**config.mk**
```make
export PLATFORM = sky130hd
export DESIGN_NAME = framebuffer_arbiter_flat
export DESIGN_NICKNAME = d
export VERILOG_FILES = /design/src/rtl/framebuffer_arbiter_if.sv /design/src/rtl/framebuffer_arbiter.sv /design/src/flat_wrapper.sv
export SDC_FILE = /design/constraint.sdc
export NUM_CORES = 1
export LEC_CHECK = 0
export BUFFER_PORTS_ARGS = -buffer_cell sky130_fd_sc_hd__buf_2
export CORE_MARGIN = 2
export CORE_UTILIZATION = 53
export CTS_BUF_LIST = sky130_fd_sc_hd__clkbuf_8 sky130_fd_sc_hd__clkbuf_16
export CTS_CLUSTER_DIAMETER = 80
export DETAILED_ROUTE_END_ITERATION = 7
export HOLD_SLACK_MARGIN = 0.05
export PLACE_DENSITY_LB_ADDON = 0.3
export SLEW_MARGIN = 20
export SYNTH_ARGS = -nofsm -noshare
export SYNTH_HDL_FRONTEND = slang
export SYNTH_SLANG_ARGS = --single-unit
```
**constraint.sdc**
```tcl
create_clock -name iClk -period 9 [get_ports iClk]
set_input_delay 1.8 -clock iClk [delete_from_list [all_inputs] [get_ports iClk]]
set_output_delay 1.8 -clock iClk [all_outputs]
set_load 0.02 [all_outputs]
```
**src/rtl/framebuffer_arbiter_if.sv**
```systemverilog
// Bus bundle between the frame-buffer arbiter and its surroundings:
// display beam, pixel writer, single-port RAM and status.
interface framebuffer_arbiter_if #(
    parameter int unsigned ADDR_W     = 19,
    parameter int unsigned DATA_W     = 12,
    parameter int unsigned FIFO_DEPTH = 8
);
    localparam int unsigned CNT_W = $clog2(FIFO_DEPTH) + 1;

    // display side
    logic              iDE;
    logic [ADDR_W-1:0] iPos;
    logic [DATA_W-1:0] oPixel;
    logic              oPixelValid;

    // writer side
    logic              iWrValid;
    logic              oWrReady;
    logic [ADDR_W-1:0] iWrAddr;
    logic [DATA_W-1:0] iWrData;

    // RAM side
    logic [ADDR_W-1:0] oMemAddr;
    logic              oMemWe;
    logic [DATA_W-1:0] oMemWData;
    logic [DATA_W-1:0] iMemRData;

    // status
    logic [CNT_W-1:0]  oFifoCount;
    logic              oWrOverflow;

    // arbiter view
    modport slave (
        input  iDE, iPos, iWrValid, iWrAddr, iWrData, iMemRData,
        output oPixel, oPixelValid, oWrReady, oMemAddr, oMemWe, oMemWData,
               oFifoCount, oWrOverflow
    );

    // environment view (beam generator, writer, RAM)
    modport master (
        output iDE, iPos, iWrValid, iWrAddr, iWrData, iMemRData,
        input  oPixel, oPixelValid, oWrReady, oMemAddr, oMemWe, oMemWData,
               oFifoCount, oWrOverflow
    );
endinterface

```
**src/rtl/framebuffer_arbiter.sv**
```systemverilog
// Frame-buffer arbiter: shares one single-port RAM between display scan-out
// (absolute priority while iDE is low) and a writer whose requests are queued
// in a small FWFT FIFO and drained during blanking. Scan-out pixels come back
// with a fixed latency of RD_LAT+2 cycles after the display request.
module framebuffer_arbiter #(
    parameter int unsigned ADDR_W     = 19,
    parameter int unsigned DATA_W     = 12,
    parameter int unsigned FIFO_DEPTH = 8,
    parameter int unsigned RD_LAT     = 1
) (
    input  logic                   iClk,
    input  logic                   iRst,
    framebuffer_arbiter_if.slave   bus
);
    localparam int unsigned PTR_W     = $clog2(FIFO_DEPTH);
    localparam int unsigned CNT_W     = $clog2(FIFO_DEPTH) + 1;
    localparam int unsigned OVF_W     = 10;
    localparam int unsigned OVF_LIMIT = 640;

    typedef enum logic [1:0] {
        GNT_IDLE = 2'd0,
        GNT_DISP = 2'd1,
        GNT_WR   = 2'd2
    } grant_e;

    // write FIFO storage and pointers
    logic [ADDR_W-1:0] fifo_addr_q [FIFO_DEPTH];
    logic [DATA_W-1:0] fifo_data_q [FIFO_DEPTH];
    logic [PTR_W-1:0]  wr_ptr_q, wr_ptr_d;
    logic [PTR_W-1:0]  rd_ptr_q, rd_ptr_d;
    logic [CNT_W-1:0]  count_q, count_d;

    // registered RAM port
    logic [ADDR_W-1:0] mem_addr_q, mem_addr_d;
    logic              mem_we_q, mem_we_d;
    logic [DATA_W-1:0] mem_wdata_q, mem_wdata_d;

    // read-tag pipeline: bit k marks a display read issued k+1 cycles ago
    logic [RD_LAT:0]   rd_vld_q, rd_vld_d;
    logic [DATA_W-1:0] pixel_q, pixel_d;
    logic              pixel_vld_q, pixel_vld_d;

    // overflow watchdog
    logic [OVF_W-1:0]  ovf_cnt_q, ovf_cnt_d;
    logic              ovf_q, ovf_d;

    grant_e            grant_c;
    logic              wr_ready_c;
    logic              push_c;
    logic              pop_c;
    logic              stall_c;

    // Ready depends only on the count register and reset, never on iWrValid.
    assign wr_ready_c = !iRst && (count_q < CNT_W'(FIFO_DEPTH));
    assign push_c     = bus.iWrValid && wr_ready_c;
    assign stall_c    = bus.iWrValid && (count_q == CNT_W'(FIFO_DEPTH));

    // Per-cycle grant: display first, then a queued write, otherwise idle.
    always_comb begin
        grant_c = GNT_IDLE;
        if (!bus.iDE) begin
            grant_c = GNT_DISP;
        end else if (count_q != '0) begin
            grant_c = GNT_WR;
        end
    end

    assign pop_c = (grant_c == GNT_WR);

    // Next-state for RAM port, FIFO bookkeeping, read pipeline and watchdog.
    always_comb begin
        mem_addr_d  = mem_addr_q;
        mem_we_d    = 1'b0;
        mem_wdata_d = mem_wdata_q;
        wr_ptr_d    = wr_ptr_q;
        rd_ptr_d    = rd_ptr_q;
        count_d     = count_q;
        ovf_cnt_d   = ovf_cnt_q;
        ovf_d       = ovf_q;

        case (grant_c)
            GNT_DISP: begin
                mem_addr_d = bus.iPos;
            end
            GNT_WR: begin
                mem_addr_d  = fifo_addr_q[rd_ptr_q];
                mem_wdata_d = fifo_data_q[rd_ptr_q];
                mem_we_d    = 1'b1;
            end
            default: begin
            end
        endcase

        if (push_c) begin
            wr_ptr_d = wr_ptr_q + PTR_W'(1);
        end
        if (pop_c) begin
            rd_ptr_d = rd_ptr_q + PTR_W'(1);
        end

        case ({push_c, pop_c})
            2'b10:   count_d = count_q + CNT_W'(1);
            2'b01:   count_d = count_q - CNT_W'(1);
            default: count_d = count_q;
        endcase

        // RAM data lines up with the oldest tag; non-read slots output black.
        rd_vld_d    = {rd_vld_q[RD_LAT-1:0], (grant_c == GNT_DISP)};
        pixel_vld_d = rd_vld_q[RD_LAT];
        pixel_d     = rd_vld_q[RD_LAT] ? bus.iMemRData : '0;

        // Sticky flag after a full line's worth of stalled write requests.
        if (stall_c) begin
            if (ovf_cnt_q == OVF_W'(OVF_LIMIT - 1)) begin
                ovf_d = 1'b1;
            end
            if (ovf_cnt_q != OVF_W'(OVF_LIMIT)) begin
                ovf_cnt_d = ovf_cnt_q + OVF_W'(1);
            end
        end else begin
            ovf_cnt_d = '0;
        end
    end

    // State registers with synchronous reset; reset drops queued writes and in-flight reads.
    always_ff @(posedge iClk) begin
        if (iRst) begin
            wr_ptr_q    <= '0;
            rd_ptr_q    <= '0;
            count_q     <= '0;
            mem_addr_q  <= '0;
            mem_we_q    <= 1'b0;
            mem_wdata_q <= '0;
            rd_vld_q    <= '0;
            pixel_q     <= '0;
            pixel_vld_q <= 1'b0;
            ovf_cnt_q   <= '0;
            ovf_q       <= 1'b0;
        end else begin
            wr_ptr_q    <= wr_ptr_d;
            rd_ptr_q    <= rd_ptr_d;
            count_q     <= count_d;
            mem_addr_q  <= mem_addr_d;
            mem_we_q    <= mem_we_d;
            mem_wdata_q <= mem_wdata_d;
            rd_vld_q    <= rd_vld_d;
            pixel_q     <= pixel_d;
            pixel_vld_q <= pixel_vld_d;
            ovf_cnt_q   <= ovf_cnt_d;
            ovf_q       <= ovf_d;
        end
    end

    // FIFO payload storage; contents are meaningless once pointers are reset.
    always_ff @(posedge iClk) begin
        if (push_c) begin
            fifo_addr_q[wr_ptr_q] <= bus.iWrAddr;
            fifo_data_q[wr_ptr_q] <= bus.iWrData;
        end
    end

    assign bus.oWrReady    = wr_ready_c;
    assign bus.oMemAddr    = mem_addr_q;
    assign bus.oMemWe      = mem_we_q;
    assign bus.oMemWData   = mem_wdata_q;
    assign bus.oPixel      = pixel_q;
    assign bus.oPixelValid = pixel_vld_q;
    assign bus.oFifoCount  = count_q;
    assign bus.oWrOverflow = ovf_q;

endmodule

```
**src/flat_wrapper.sv**
```systemverilog
// flat-port wrapper written by rule: the top's interface ports become plain ports
module framebuffer_arbiter_flat 
#(
    parameter int unsigned ADDR_W     = 19,
    parameter int unsigned DATA_W     = 12,
    parameter int unsigned FIFO_DEPTH = 8,
    parameter int unsigned RD_LAT     = 1
)
  (iClk, iRst, bus_iDE, bus_iPos, bus_iWrValid, bus_iWrAddr, bus_iWrData, bus_iMemRData, bus_oPixel, bus_oPixelValid, bus_oWrReady, bus_oMemAddr, bus_oMemWe, bus_oMemWData, bus_oFifoCount, bus_oWrOverflow);
  framebuffer_arbiter_if #(.ADDR_W(ADDR_W), .DATA_W(DATA_W), .FIFO_DEPTH(FIFO_DEPTH)) bus_i ();
  input  logic iClk;
  input  logic iRst;
  input wire logic [$bits(bus_i.iDE)-1:0] bus_iDE;
  input wire logic [$bits(bus_i.iPos)-1:0] bus_iPos;
  input wire logic [$bits(bus_i.iWrValid)-1:0] bus_iWrValid;
  input wire logic [$bits(bus_i.iWrAddr)-1:0] bus_iWrAddr;
  input wire logic [$bits(bus_i.iWrData)-1:0] bus_iWrData;
  input wire logic [$bits(bus_i.iMemRData)-1:0] bus_iMemRData;
  output wire logic [$bits(bus_i.oPixel)-1:0] bus_oPixel;
  output wire logic [$bits(bus_i.oPixelValid)-1:0] bus_oPixelValid;
  output wire logic [$bits(bus_i.oWrReady)-1:0] bus_oWrReady;
  output wire logic [$bits(bus_i.oMemAddr)-1:0] bus_oMemAddr;
  output wire logic [$bits(bus_i.oMemWe)-1:0] bus_oMemWe;
  output wire logic [$bits(bus_i.oMemWData)-1:0] bus_oMemWData;
  output wire logic [$bits(bus_i.oFifoCount)-1:0] bus_oFifoCount;
  output wire logic [$bits(bus_i.oWrOverflow)-1:0] bus_oWrOverflow;
  assign bus_i.iDE = bus_iDE;
  assign bus_i.iPos = bus_iPos;
  assign bus_i.iWrValid = bus_iWrValid;
  assign bus_i.iWrAddr = bus_iWrAddr;
  assign bus_i.iWrData = bus_iWrData;
  assign bus_i.iMemRData = bus_iMemRData;
  assign bus_oPixel = bus_i.oPixel;
  assign bus_oPixelValid = bus_i.oPixelValid;
  assign bus_oWrReady = bus_i.oWrReady;
  assign bus_oMemAddr = bus_i.oMemAddr;
  assign bus_oMemWe = bus_i.oMemWe;
  assign bus_oMemWData = bus_i.oMemWData;
  assign bus_oFifoCount = bus_i.oFifoCount;
  assign bus_oWrOverflow = bus_i.oWrOverflow;
  framebuffer_arbiter #(.ADDR_W(ADDR_W), .DATA_W(DATA_W), .FIFO_DEPTH(FIFO_DEPTH), .RD_LAT(RD_LAT)) u_core (.iClk(iClk), .iRst(iRst), .bus(bus_i));
endmodule
```
# == Word-level counts from Yosys, hierarchy flattened ==
# Memory sizes are Yosys's and may differ from the RTL's. A register that Yosys moved wholly into a read port is not among the register bits.
# Index checks and enable logic that the tools add are counted.
# classes
addsub,5
magnitude_cmp,1
eq_ne,7
n_mux,9
bitwise,2
n_reduce_logical,10
# op_table
operator,n
$pmux W19 S2,1
$add A10 B1 Y10 const B,1
$eq A10 B10 Y1 const B,1
$ne A10 B10 Y1 const B,1
$pmux W4 S2,1
$add A3 B1 Y3 const B,2
$mux W3,2
$add A4 B1 Y4 const B,1
$eq A2 B1 Y1 const B,2
$eq A2 B2 Y1 const B,2
$eq A4 B4 Y1 const B,1
$lt A4 B4 Y1 const B,1
$mux W2,2
$reduce_bool A2 Y1,2
$reduce_bool A4 Y1,1
$reduce_or A2 Y1,2
$sub A4 B1 Y4 const B,1
$logic_and A1 B1 Y1,3
$mux W1,3
$not A1 Y1,2
$reduce_and A2 Y1,1
$logic_not A1 Y1,1
# word_totals
register_bits,56
ram_bits,248
in_bits,66
output_inout_bits,51
memories,2
# mem_list
name,depth,width,rd,rd_clocked_by_memory_dff,write_ports,line_no,source
u_core.fifo_addr_q,8,19,1,1,1,framebuffer_arbiter.sv:27,logic [ADDR_W-1:0] fifo_addr_q [FIFO_DEPTH];
u_core.fifo_data_q,8,12,1,1,1,framebuffer_arbiter.sv:28,logic [DATA_W-1:0] fifo_data_q [FIFO_DEPTH];

# == Depth between registers and ports, before layout ==
# logic_depth
word_depth,6
mapped_depth,11
mapped_depth_nobuf,9

# == Worst setup path before layout ==
# No wires, ideal clock.
# synth_timing
kind,input port to flip-flop
from,input bus_iWrValid
to,memory u_core.fifo_addr_q[0][0] (enable)
t_arrival_ns,4.565
required_ns,8.542
setup_slack_ns,3.977
path_stages,3
path_buffers,0
path_cell_list,nor3b_1 -> nand2b_1 -> nor3_1
# synth_via
elab_chain_len,3
# synth_rtl
element,line_no,source
start: declaration,flat_wrapper.sv:15,input wire logic [$bits(bus_i.iWrValid)-1:0] bus_iWrValid;
$logic_and A1 B1 Y1,framebuffer_arbiter.sv:55,assign push_c = bus.iWrValid && wr_ready_c;
$mux W1,framebuffer_arbiter.sv:156,if (push_c) begin
$mux W1 (not written as such),framebuffer_arbiter.sv:157,fifo_addr_q[wr_ptr_q] <= bus.iWrAddr;
end: declaration,framebuffer_arbiter.sv:27,
# No other way between the ends.

# == Worst setup path in the final report ==
# layout_timing
from,input iRst
to,output bus_oWrReady
# layout_via
elab_chain_len,2
# layout_rtl
element,line_no,source
start: declaration,flat_wrapper.sv:12,input logic iRst;
$logic_not A1 Y1,framebuffer_arbiter.sv:54,assign wr_ready_c = !iRst && (count_q < CNT_W'(FIFO_DEPTH));
$logic_and A1 B1 Y1,framebuffer_arbiter.sv:54,
end: declaration,flat_wrapper.sv:21,output wire logic [$bits(bus_i.oWrReady)-1:0] bus_oWrReady;
# No other way between the ends.

==> flow_summary.ini <==
[run_status]
status = finished clean

[hold_path]
min_path_cells = 1
whs_endpoint = u_core.rd_vld_q[1]$_SDFF_PP0_
hp-class = flop to flop
hold_start = u_core.rd_vld_q[0]$_SDFF_PP0_

[logic_synthesis]
synth_largest_area_cell = edfxtp_1
syn_area_um2 = 12000
synth-edff-count = 248
ys_seq_elements = 319
synth_common_cells = 248 x edfxtp_1, 71 x dfxtp_1, 57 x mux2i_1
synth.avg_cell_area_um2 = 17.1
yosysSeqAreaShare = 0.739
synthTopCellsByArea = edfxtp_1 62%, dfxtp_1 12%, mux4_2 6.4%, mux2i_1 4.8%, a22oi_1 2.3%
synth_top_cell_area_share = 0.621
synth_warnings = 0
synth_ff_type = edfxtp_1
synthesis.nets = 776
ys_types = 45
synth_most_common_cell = edfxtp_1
synthArstFlopShare = 0
synthCells = 703

[critical_path]
r2r_cells = 4
cp-end-kind = primary output
worstPathRequired_ns = 7.20
cp.arrival_ns = 2.92
r2r-end = u_core.fifo_data_q[5][9]$_DFFE_PP_
cp_max_fo = 50
critPathKind = input port to primary output
r2r_start = u_core.bus.oFifoCount[3]$_SDFFE_PP0P_
reg2reg_slack_ns = 6.30
startpoint_type = input port

[sta]
layout_min_cycle_time_ns = 4.72
fin_tns_setup_ns = 0
slew_headroom = 0.277
worst_slew_pin_slew_ns = 1.08
final_max_slew_viol_count = 0
period_share = 0.525
final-setup-viol-count = 0
max_freq_mhz = 212
hold_viol = 0
rsz0062_at_grt = false
finalClockSkew_ns = 0.0118

[cts]
cts_root_buffer = clkbuf_16
post-cts-setup-buffers = 0
clockBufferDepth = 3
cts_tree = yes
cts_resized = 0
cts_inserted_buffers = 34
cts_hold_buf = 0
clock-sinks = 319
htree_num_levels = 2
clkLatencyLatePin_ns = 0.50
clkTransAtPathRegs_ns = 0.06

[route]
drc = 0
wl_per_cell_um = 21.1
top_layer_used = met5
vias_per_cell = 5.79
wl_met1_mm = 10.4
dr_wl_met2_mm = 11.4
ant_nets = 0
dr.pass1.iters = 5
wl_met3_mm = 1.68
drtIter0Drc = 512
vias = 6584
drt_wl_total_mm = 24.0

[placement]
dp.cells = 1076
port_buffers = 116
post-dp-hpwl_mm = 14.8
place_congestion = 0.787

[global_routing]
grt_max_degree = 61
grt_pass1_wl_mm = 37.4
first_global_vias = 6771
antenna_found_initial = 2
gr-total-overflow = 0
grt_use_total = 0.204

[finish]
fin_cells = 1138
fin_nets = 900
area_growth_pct = 16.5
fillers = 1588
drive_gt1_frac = 0.265

[pwr]
power.leakage_nw = 4.83
power_density_nw_per_um2 = 274
irDropWorstVdd_v = 0.000143

[floorplanning]
die_x_um = 154
coreArea_um2 = 22400
num_rows = 55
die_h_um = 154
initial_utilization = 0.535
num_io_pins = 117
dieArea_um2 = 23900

[run]
max-cap-violations = 0
-- report_power, final --
part           switching, mW  internal, mW  total (mW)
Sequential             0.111          1.68        1.79
Clock                  0.531         0.840        1.37
Combinational          0.380         0.293       0.673
-- stage by stage --
stage	instance area, um2	power (mW)	setup WS (ns)	hold slack (ns)	util
after CTS	14000	3.86	4.30	0.445	0.623
after detailed placement	12900	2.49	4.30	0.432	0.573
after global routing	14000	3.99	4.18	0.475	0.623
final	14000	3.83	4.28	0.442	0.623
after global placement	12900	2.47	4.32	0.418	0.573
after floorplan	12000	2.29	3.98	0.414	-
-- routing by layer --
layer,global-route usage,vias to the layer above
met5,0,-
met1,0.285,3306
li1,-,2986
met4,0.0608,2
met2,0.331,246
met3,0.0403,44
-- sequential cells by signal, summed over array words and instances, names as in the netlist, named ones only --
| register | count |
|---|---|
| u_core.bus.oWrOverflow | 1 |
| u_core.rd_vld_q | 2 |
| u_core.rd_ptr_q | 3 |
| u_core.bus.oMemAddr | 19 |
| u_core.fifo_data_q | 96 |
| u_core.bus.oPixelValid | 1 |
| u_core.bus.oMemWData | 12 |
| u_core.bus.oPixel | 12 |
| u_core.bus.oMemWe | 1 |
| u_core.ovf_cnt_q | 10 |
| u_core.bus.oFifoCount | 4 |
| u_core.fifo_addr_q | 152 |
| u_core.wr_ptr_q | 3 |
-- cells in the final DEF (no fill, tap or decap), types with 15 or more instances in the layout --
cell type	netlist	layout
edfxtp_1	248	248
buf_2	12	116
dfxtp_1	71	70
mux2i_1	57	57
nor2_1	48	42
a22oi_1	37	37
clkbuf_16	0	35
mux4_2	34	34
a21oi_1	22	22
nand3_1	15	15
-- worst max-delay path: stages --
cell and delay (ns):
buf_2 0.76, nor2_1 0.13, buf_2 0.21
-- cells by family after synthesis --
| kind of cell | count (synthesis) | synth area share |
|---|---|---|
| AO/OA/AOI/OAI | 86 | 0.0462 |
| XOR/XNOR | 13 | 0.00949 |
| adder cells (fa/ha/maj) | 7 | 0.00730 |
| buffers and inverters | 44 | 0.0175 |
| flip-flops | 319 | 0.739 |
| multiplexers | 97 | 0.122 |
| AND/OR/NAND/NOR | 137 | 0.0580 |
-- layout make-up --
class,instances,area [um2],share of cell area
timing repair buffer,127,663,0.0474
tap,285,357,0.0255
sequential,319,8870,0.635
clock buffer,41,958,0.0686
inverter,5,18.8,0.00134
antenna,1,2.50,0.000179
multi-input combinational,340,2940,0.210
clock inverter,20,166,0.0119
-- how the worst max path moves through the flow --
stage / endpoint / startpoint / depth (start not counted)
floorplan: u_core.fifo_addr_q[0][0]$_DFFE_PP_ / bus_iWrValid / 3
global placement: bus_oWrReady / iRst / 3
detailed placement: bus_oWrReady / iRst / 3
CTS: bus_oWrReady / iRst / 3
global route: bus_oWrReady / iRst / 3
finish: bus_oWrReady / iRst / 3
(Power assumes the default switching activity.)
